==> config.mk <==
export PLATFORM = sky130hd
export DESIGN_NAME = mul_arbiter
export DESIGN_NICKNAME = d
export VERILOG_FILES = /design/src/rtl/mul_pkg.sv /design/src/rtl/rr_arbiter.sv /design/src/rtl/mul_arbiter.sv
export SDC_FILE = /design/constraint.sdc
export NUM_CORES = 1
export LEC_CHECK = 0
export BUFFER_PORTS_ARGS = -buffer_cell sky130_fd_sc_hd__buf_2
export CAP_MARGIN = 5
export CELL_PAD_IN_SITES_DETAIL_PLACEMENT = 0
export CELL_PAD_IN_SITES_GLOBAL_PLACEMENT = 1
export CORE_UTILIZATION = 27
export DETAILED_ROUTE_END_ITERATION = 8
export PLACE_DENSITY_LB_ADDON = 0.1
export SLEW_MARGIN = 20
export SYNTH_ARGS = -nofsm -noshare
export SYNTH_HDL_FRONTEND = slang
export SYNTH_SLANG_ARGS = --single-unit
==> constraint.sdc <==
create_clock -name clk -period 3.15 [get_ports clk]
set_input_delay 0.315 -clock clk [delete_from_list [all_inputs] [get_ports clk]]
set_output_delay 0.315 -clock clk [all_outputs]
set_load 0.03 [all_outputs]
==> src/rtl/mul_pkg.sv <==
// Shared definitions for the multiplier arbiter: mulsel opcodes, FSM state
// encoding and the opcode legality helper.
package mul_pkg;

    localparam logic [2:0] MUL_OP_NONE   = 3'b000;
    localparam logic [2:0] MUL_OP_MUL    = 3'b001;
    localparam logic [2:0] MUL_OP_MULH   = 3'b010;
    localparam logic [2:0] MUL_OP_MULHSU = 3'b011;
    localparam logic [2:0] MUL_OP_MULHU  = 3'b100;

    typedef enum logic [1:0] {
        IDLE     = 2'd0,
        ISSUE    = 2'd1,
        DRAIN    = 2'd2,
        RESP_ILL = 2'd3
    } mul_arb_state_t;

    // Only the four multiply flavours may reach the multiplier.
    function automatic logic mul_op_legal(input logic [2:0] op);
        logic legal;
        case (op)
            MUL_OP_MUL, MUL_OP_MULH, MUL_OP_MULHSU, MUL_OP_MULHU: legal = 1'b1;
            default:                                              legal = 1'b0;
        endcase
        return legal;
    endfunction

endpackage

==> src/rtl/rr_arbiter.sv <==
// Round-robin picker: scans the request vector starting at the pointer index
// and returns the first pending requester as a one-hot grant plus its index.
module rr_arbiter #(
    parameter int NREQ = 2,
    parameter int IDXW = 1
) (
    input  logic [NREQ-1:0] req,
    input  logic [IDXW-1:0] ptr,
    input  logic            en,
    output logic [NREQ-1:0] grant,
    output logic [IDXW-1:0] idx
);

    logic found;
    int   pos;

    // Rotating priority scan; the first hit from the pointer onwards wins.
    always_comb begin
        grant = '0;
        idx   = '0;
        found = 1'b0;
        pos   = 0;
        for (int i = 0; i < NREQ; i++) begin
            pos = int'(ptr) + i;
            if (pos >= NREQ) begin
                pos = pos - NREQ;
            end else begin
                pos = pos;
            end
            if (en && !found && req[pos]) begin
                found      = 1'b1;
                grant[pos] = 1'b1;
                idx        = pos[IDXW-1:0];
            end else begin
                found = found;
            end
        end
    end

endmodule

==> src/rtl/mul_arbiter.sv <==
// Shares one 32-bit multiplier between NREQ requesters: round-robin grant,
// operand capture, issue / wait-ready / drain handshake and a one-cycle
// response pulse to the winner.
// Optional feature: define MUL_ARB_WATCHDOG_EN to bound the time spent in
// ISSUE to WDOG_LIMIT cycles; a timeout answers with data 0 and rsp_err = 1.
module mul_arbiter
    import mul_pkg::*;
#(
    parameter int NREQ       = 2,
    parameter int WDOG_LIMIT = 64
) (
    input  logic               clk,
    input  logic               rst,
    input  logic [NREQ-1:0]    req_valid,
    input  logic [3*NREQ-1:0]  req_op,
    input  logic [32*NREQ-1:0] req_a,
    input  logic [32*NREQ-1:0] req_b,
    output logic [NREQ-1:0]    req_ready,
    output logic [NREQ-1:0]    rsp_valid,
    output logic [31:0]        rsp_data,
    output logic               rsp_err,
    output logic [2:0]         mul_sel,
    output logic [31:0]        mul_a,
    output logic [31:0]        mul_b,
    input  logic               mul_ready,
    input  logic [31:0]        mul_res
);

    localparam int IDXW = (NREQ > 2) ? 2 : 1;

    if (NREQ < 2 || NREQ > 4 || WDOG_LIMIT < 1) begin : g_bad_param
        $error("mul_arbiter: NREQ must be 2..4 and WDOG_LIMIT at least 1");
    end

    mul_arb_state_t  state_r, state_s;
    logic [IDXW-1:0] ptr_r, gidx_r, gidx_s, ptr_next_s;
    logic [NREQ-1:0] grant_s, rsp_valid_r, gidx_onehot_s;
    logic [2:0]      mul_sel_r, sel_op_s;
    logic [31:0]     a_r, b_r, sel_a_s, sel_b_s, rsp_data_r;
    logic            arb_en_s, any_grant_s, timeout_s;

    logic [2:0]      op_arr_s [NREQ];
    logic [31:0]     a_arr_s  [NREQ];
    logic [31:0]     b_arr_s  [NREQ];

    for (genvar g = 0; g < NREQ; g++) begin : g_unpack
        assign op_arr_s[g] = req_op[3*g +: 3];
        assign a_arr_s[g]  = req_a[32*g +: 32];
        assign b_arr_s[g]  = req_b[32*g +: 32];
    end

    // Grants only happen in IDLE; reset also masks req_ready so a requester
    // never mistakes a held-in-reset cycle for an accept.
    assign arb_en_s = (state_r == IDLE) && !rst;

    rr_arbiter #(
        .NREQ (NREQ),
        .IDXW (IDXW)
    ) u_rr (
        .req   (req_valid),
        .ptr   (ptr_r),
        .en    (arb_en_s),
        .grant (grant_s),
        .idx   (gidx_s)
    );

    assign any_grant_s   = |grant_s;
    assign sel_op_s      = op_arr_s[gidx_s];
    assign sel_a_s       = a_arr_s[gidx_s];
    assign sel_b_s       = b_arr_s[gidx_s];
    assign ptr_next_s    = (int'(gidx_s) == NREQ - 1) ? '0 : gidx_s + IDXW'(1);
    assign gidx_onehot_s = NREQ'(1) << gidx_r;

    assign req_ready = grant_s;
    assign rsp_valid = rsp_valid_r;
    assign rsp_data  = rsp_data_r;
    assign mul_sel   = mul_sel_r;
    assign mul_a     = a_r;
    assign mul_b     = b_r;

`ifdef MUL_ARB_WATCHDOG_EN
    localparam int WDW = $clog2(WDOG_LIMIT + 1);

    logic [WDW-1:0] wdog_cnt_r;
    logic           rsp_err_r;

    // Count cycles spent in ISSUE; cleared whenever the FSM is elsewhere.
    always_ff @(posedge clk or posedge rst) begin
        if (rst) begin
            wdog_cnt_r <= '0;
        end else if (state_r == ISSUE) begin
            wdog_cnt_r <= wdog_cnt_r + WDW'(1);
        end else begin
            wdog_cnt_r <= '0;
        end
    end

    assign timeout_s = (state_r == ISSUE) && !mul_ready &&
                       (wdog_cnt_r == WDW'(WDOG_LIMIT - 1));

    // Error flag rides alongside the timeout response pulse.
    always_ff @(posedge clk or posedge rst) begin
        if (rst) begin
            rsp_err_r <= 1'b0;
        end else begin
            rsp_err_r <= timeout_s;
        end
    end

    assign rsp_err = rsp_err_r;
`else
    assign timeout_s = 1'b0;
    assign rsp_err   = 1'b0;
`endif

    // FSM state register.
    always_ff @(posedge clk or posedge rst) begin
        if (rst) begin
            state_r <= IDLE;
        end else begin
            state_r <= state_s;
        end
    end

    // Next-state: grant -> ISSUE/RESP_ILL, result or timeout -> DRAIN,
    // multiplier back to not-ready -> IDLE.
    always_comb begin
        state_s = state_r;
        case (state_r)
            IDLE: begin
                if (any_grant_s) begin
                    if (mul_op_legal(sel_op_s)) begin
                        state_s = ISSUE;
                    end else begin
                        state_s = RESP_ILL;
                    end
                end else begin
                    state_s = IDLE;
                end
            end
            ISSUE: begin
                if (mul_ready || timeout_s) begin
                    state_s = DRAIN;
                end else begin
                    state_s = ISSUE;
                end
            end
            DRAIN: begin
                if (!mul_ready) begin
                    state_s = IDLE;
                end else begin
                    state_s = DRAIN;
                end
            end
            RESP_ILL: state_s = IDLE;
            default:  state_s = IDLE;
        endcase
    end

    // Operand/grant capture, multiplier drive and response registers.
    always_ff @(posedge clk or posedge rst) begin
        if (rst) begin
            ptr_r       <= '0;
            gidx_r      <= '0;
            a_r         <= 32'd0;
            b_r         <= 32'd0;
            mul_sel_r   <= MUL_OP_NONE;
            rsp_valid_r <= '0;
            rsp_data_r  <= 32'd0;
        end else begin
            rsp_valid_r <= '0;
            rsp_data_r  <= 32'd0;
            case (state_r)
                IDLE: begin
                    if (any_grant_s) begin
                        ptr_r  <= ptr_next_s;
                        gidx_r <= gidx_s;
                        a_r    <= sel_a_s;
                        b_r    <= sel_b_s;
                        if (mul_op_legal(sel_op_s)) begin
                            mul_sel_r <= sel_op_s;
                        end else begin
                            // Illegal code: answer next cycle, multiplier stays idle.
                            rsp_valid_r <= grant_s;
                        end
                    end
                end
                ISSUE: begin
                    if (mul_ready) begin
                        rsp_valid_r <= gidx_onehot_s;
                        rsp_data_r  <= mul_res;
                        mul_sel_r   <= MUL_OP_NONE;
                    end else if (timeout_s) begin
                        rsp_valid_r <= gidx_onehot_s;
                        mul_sel_r   <= MUL_OP_NONE;
                    end
                end
                default: begin
                    mul_sel_r <= MUL_OP_NONE;
                end
            endcase
        end
    end

endmodule
# After elaboration in Yosys (flattened, before gate mapping)
# Cells that the tools add are included.
# Widths: inputs -> output; s select.
# totals
register_bits	105
in_bits	171
output_inout_bits	104
word_cells	90
# op_classes
add_sub_neg	4
order_cmp	7
n_eq_ne	10
shifts	1
muxes	45
bitwise	2
n_reduce_logical	13
# op_table
cell	n
$mux 32	10
$ge 32x1->1 const B	2
$lt 32x3->1 const B	2
$ge 32x3->1 const B	1
$sub 32x3->32 const B	1
$mux 2	9
$mux 3	6
$mux 1	15
$pmux 2 s4	1
$eq 3x2->1 const B	2
$logic_and 1x1->1	6
$pmux 3 s2	1
$eq 2x2->1 const B	2
$ne 2x2->1 const B	2
$pmux 2 s2	1
$reduce_or 4->1	1
$eq 3x1->1 const B	1
$eq 3x3->1 const B	1
$reduce_and 3->1	1
$sub 1x2->3 const B	1
$add 1x1->2 const B	1
$demux 1 s1	2
$eq 2x1->1 const B	1
$ge 1x2->1 const B	1
10 further kinds	11

# Longest topological paths before layout
# logic_depth
word_depth	23
ltp_mapped	7
mapped_depth_nobuf	5

# Cells and area by module
# Synthesis repeated with hierarchy kept, for this count alone.
# hier_totals
cells_unflattened	408
hier_area_um2	4459.3
# by_module_without_submodules
module	instances	cells_each	area_per_inst_um2	seq_area_each_um2
mul_arbiter	1	402	4433.0	2627.5
rr_arbiter	1	6	26.3	0.0

# Worst setup path before layout
# Ideal clock, no wire load.
# synth_timing
path_kind	reg2out
from	reg state_r[0]
to	out req_ready[1]
arrival_time_ps	1167
required_time_ps	2835
setup_slack_ps	1668
stages_incl_launch_ff	5
n_path_buf	1
path_cell_list	dfrtp_1 -> nor3_4 -> nand3_4 -> inv_2 -> buf_2
# synth_between
elab_chain_cells	8
word_cells_on_any_way	10
cone_classes	3 x mux; 1 x bitwise; 6 x reduce/logical
# synth_rtl
element	line	text
from (decl)	mul_arbiter.sv:35	mul_arb_state_t state_r, state_s;
from (signal assigned)	mul_arbiter.sv:121	state_r <= state_s;
$logic_not 2->1 *	mul_arbiter.sv:54	assign arb_en_s = (state_r == IDLE) && !rst;
$logic_and 1x1->1 *	mul_arbiter.sv:54	
$logic_and 1x1->1	rr_arbiter.sv:30	if (en && !found && req[pos]) begin
$mux 1	rr_arbiter.sv:30	
$logic_not 1->1	rr_arbiter.sv:30	
$logic_and 1x1->1 (2 in series)	rr_arbiter.sv:30	
$mux 2 *	rr_arbiter.sv:30	
to (decl)	mul_arbiter.sv:18	output logic [NREQ-1:0] req_ready,
# Mark *: on every way between the ends. The rest lies on a longest branch, timed or not.

# Final worst setup path
# Same ends and word-level chain as after synthesis.

==> results.md <==
- Synth Instances: between 300 and 400
- Setup TNS: 0 ns
- Drt total wl: ~12000 microns
- Syn_nets: 564
- Starting Density: 27.7%
- Static Leak: 3.45 nW
- Boundary Pins: between 200 and 300
- Synth Area in XOR/XNOR: less than 1%
- Cell taking the most area after synthesis: dfrtp_1
- Die H: approximately 130 microns
- Synth warn: 0
- Post-synthesis mux area share: less than 1%
- H-tree Lvls: 3
- Post-DP HPWL: 9260 microns
- Final Core Density: 39.9%
- Post-synthesis adder-cell area fraction: 0%
- Clk root buf: clkbuf_16
- Cells after DPL: 833
- Critical path origin: state_r[0]
- Commonest cells after routing, fill and taps aside: 273 x buf_2, 132 x nand2_1, 105 x dfrtp_1
- Highest ir drop seen on vdd: 0.000481 V
- Vias in the first global route: 3676
- Worst-path maximum fanout: 31
- Rel. slew slack: a little under two fifths
- DRC: 0
- Final setup vio count: 0
- Sw Share: 43.8%
- Core footprint: 0.0152 sq mm
- Mapped Area: roughly 0.0042 sq mm
- Synth cell types: 29
- Share of the synthesized area in the top cell type: 62.3%
- Critical path endpoint: req_ready[1]
- GRT Total Usage: between 15 and 20%
- R2R Setup Slk: a little over 1 ns
- M2 GR Usage: between 20% and 30%
- Max Clock Skew: 0.00885 ns
- Power Internal: 3.16 mW
- Pre-antenna DRT Iters: 4
- CTS sink cnt: 105
- Arr. time, crit path: 2.06 ns
- Syn_area_per_cell: 10.7 sq um
- Min cycle time layout: 2.38 ns
- Worst setup path category: reg2out
- #FFs+latches synth: 105
- Synth Area in Compound Gates: 13.7%
- Fin cells: about 850
- Final hold viol count: 0
- Largest net degree at the start of global routing: 58
- CTS Buf Count: 9
- Cts repair resizes: 0
- Most Crowded Layer GR: met2
- Initial antenna violation count: 0
- Width of the chip: 127 microns
- Fin worst setup slack: 0.772 ns
- Setup slack at placement: ~1 ns
- GRT met1 Usage: 18.3%
- First-pass GRT wire length: 19100 microns
- Reg-to-Reg Start: state_r[0]
- Critical path's slowest cell: inv_2
- Max incr delay on CP: between 0.4 and 0.5 ns
- Met3 Use GR: 6.32%
- Logic pwr share: 43.3%
- GPL Wtd Cong: 0.755
- Seq pwr share: 36.4%
- Status: finished clean
- Vias per cell: 4.39
- Psw: approximately 2.5 mW
- Routed vias: 3727
- R2r endpoint: mul_sel[2]
- Clock transition at the registers of the reported paths: about 0.070 ns
- PortBufs: 273
- Synthesis-to-layout area growth: 43.7%
- Max Root-Sink Buffers: 2
- Min-delay worst type: in2async
- Slew Viols, Final: 0
- Die footprint: 0.0161 sq mm
- Post-synthesis sequential area ratio: 62.3%
- CTS tree: built
- Crit share post-route: 75.5%
- DR WL/cell: between 10 and 15 microns
- Remaining antenna violation count: 0
- Ant diodes: 0
- Combinational family with the most area after synthesis: simple AND/OR/NAND/NOR gates
- R2R depth: 6
- Worst Setup Start Kind: flip-flop
- Pwr dens: a little over 900 mW/mm^2
- Commonest non-fill, non-tap cell in the layout: buf_2
- Cts hold-fix bufs: 0
- Simple-Gate Fraction of Synth Area: 18.3%
- Crit path capture type: output pin
- Number of DRC markers in iteration 0: 136
- Net count, final: between 800 and 900
- CP required: 2.83 ns
- RSZ-0062 raised after global routing: false
- Fmax: about 0.42 GHz
- Floorplan row count: 45
- Max-cap violations: 0
- Largest cells by area after synthesis: dfrtp_1 62%, nand2_1 12%, a22oi_1 11%
- Clock power share: 20.3%
- Clk_lat worst skew: 0.35 ns
- Slew @ Worst Pin: 0.921 ns
- Setup Buffers After CTS: 0
- GR Overflow Total: 0
- Layout cells sized above 1: 45.7%
- Crit path cell chain: nor3_4 > nand3_4 > inv_2 > buf_2
## flip-flops by register name, summed over array words and instances (netlist names)
register	count
gidx_r	1
mul_a	32
mul_b	32
mul_sel	3
ptr_r	1
rsp_data	32
rsp_valid	2
state_r	2
## worst min path at each step
| stage | end | from | depth (start not counted) | slack [ns] |
|---|---|---|---|---|
| after floorplan | state_r[0] | mul_ready | 1 | 0.42 |
| after global placement | mul_a[30] | mul_a[30] | 2 | 0.45 |
| after detailed placement | mul_b[19] | mul_b[19] | 2 | 0.46 |
| after CTS | mul_b[29] | rst | 2 | 0.14 |
| after global routing | rsp_data[8] | mul_res[8] | 2 | 0.15 |
| final | mul_b[29] | rst | 2 | 0.12 |
## cell usage after synthesis
library cell  number
inv_2              2
mux2_2             1
nor3_1             1
o21ai_1            1
o22ai_1            1
and2_1            32
nor3_4             1
conb_1             1
buf_2              9
xnor2_1            2
and4bb_2           1
inv_1              3
mux2i_1            3
dfrtp_1          105
a21oi_1            1
buf_4              5
a21o_1             1
a211oi_1           1
nand3_4            1
a22oi_1           64
o21a_1             1
a21boi_0           1
clkbuf_1           6
nand2_1          132
buf_6              5
o2bb2ai_1          4
o21ai_0            3
nor2_1             3
nand2b_1           2
## final cells by class
class / count / area (sq um)
Fill cell: 1596 / 9140
Sequential cell: 105 / 2630
Timing Repair Buffer: 277 / 1450
Multi-Input combinational cell: 258 / 1430
Tap cell: 188 / 235
Clock buffer: 9 / 225
Clock inverter: 7 / 77.6
Inverter: 5 / 21.3
## critical path: cells and delay by family, from the launching register on
family | cells | cell delay (ns)
buf+inv | 2 | 0.77
flops | 1 | 0.44
simple gates | 2 | 0.50
## cells by family after synthesis
family                    Yosys count
AOI/OAI and AO/OA                  78
xor gates and xnor gates            2
buffers and inverters              30
DFF                               105
muxes                               4
other                               1
and+or+nand+nor                   173
## stage by stage
step,cell area (sq um),hold WS (ns),power [mW]
after floorplan,4220,0.423,3.72
after global placement,5750,0.454,4.52
after detailed placement,5750,0.457,4.55
after CTS,6060,0.143,5.73
after global routing,6060,0.148,6.01
final,6060,0.119,5.63
## routing by layer
| metal | share of wire [%] | up-vias |
|---|---|---|
| met5 | 0 | - |
| met4 | 1.2 | 0 |
| met3 | 9.6 | 10 |
| met2 | 48 | 168 |
| met1 | 42 | 1701 |
| li1 | - | 1848 |
## power by group through the flow
stage               logic (mW)  registers, mW  clock network [mW]
global route              2.65           2.11                1.25
finish                    2.44           2.05                1.14
global placement          2.46           2.06                   0
CTS                       2.48           2.05                1.20
detailed placement        2.47           2.08                   0
floorplan                0.726           2.99                   0
Note: power is estimated with default switching activity, not from simulation.
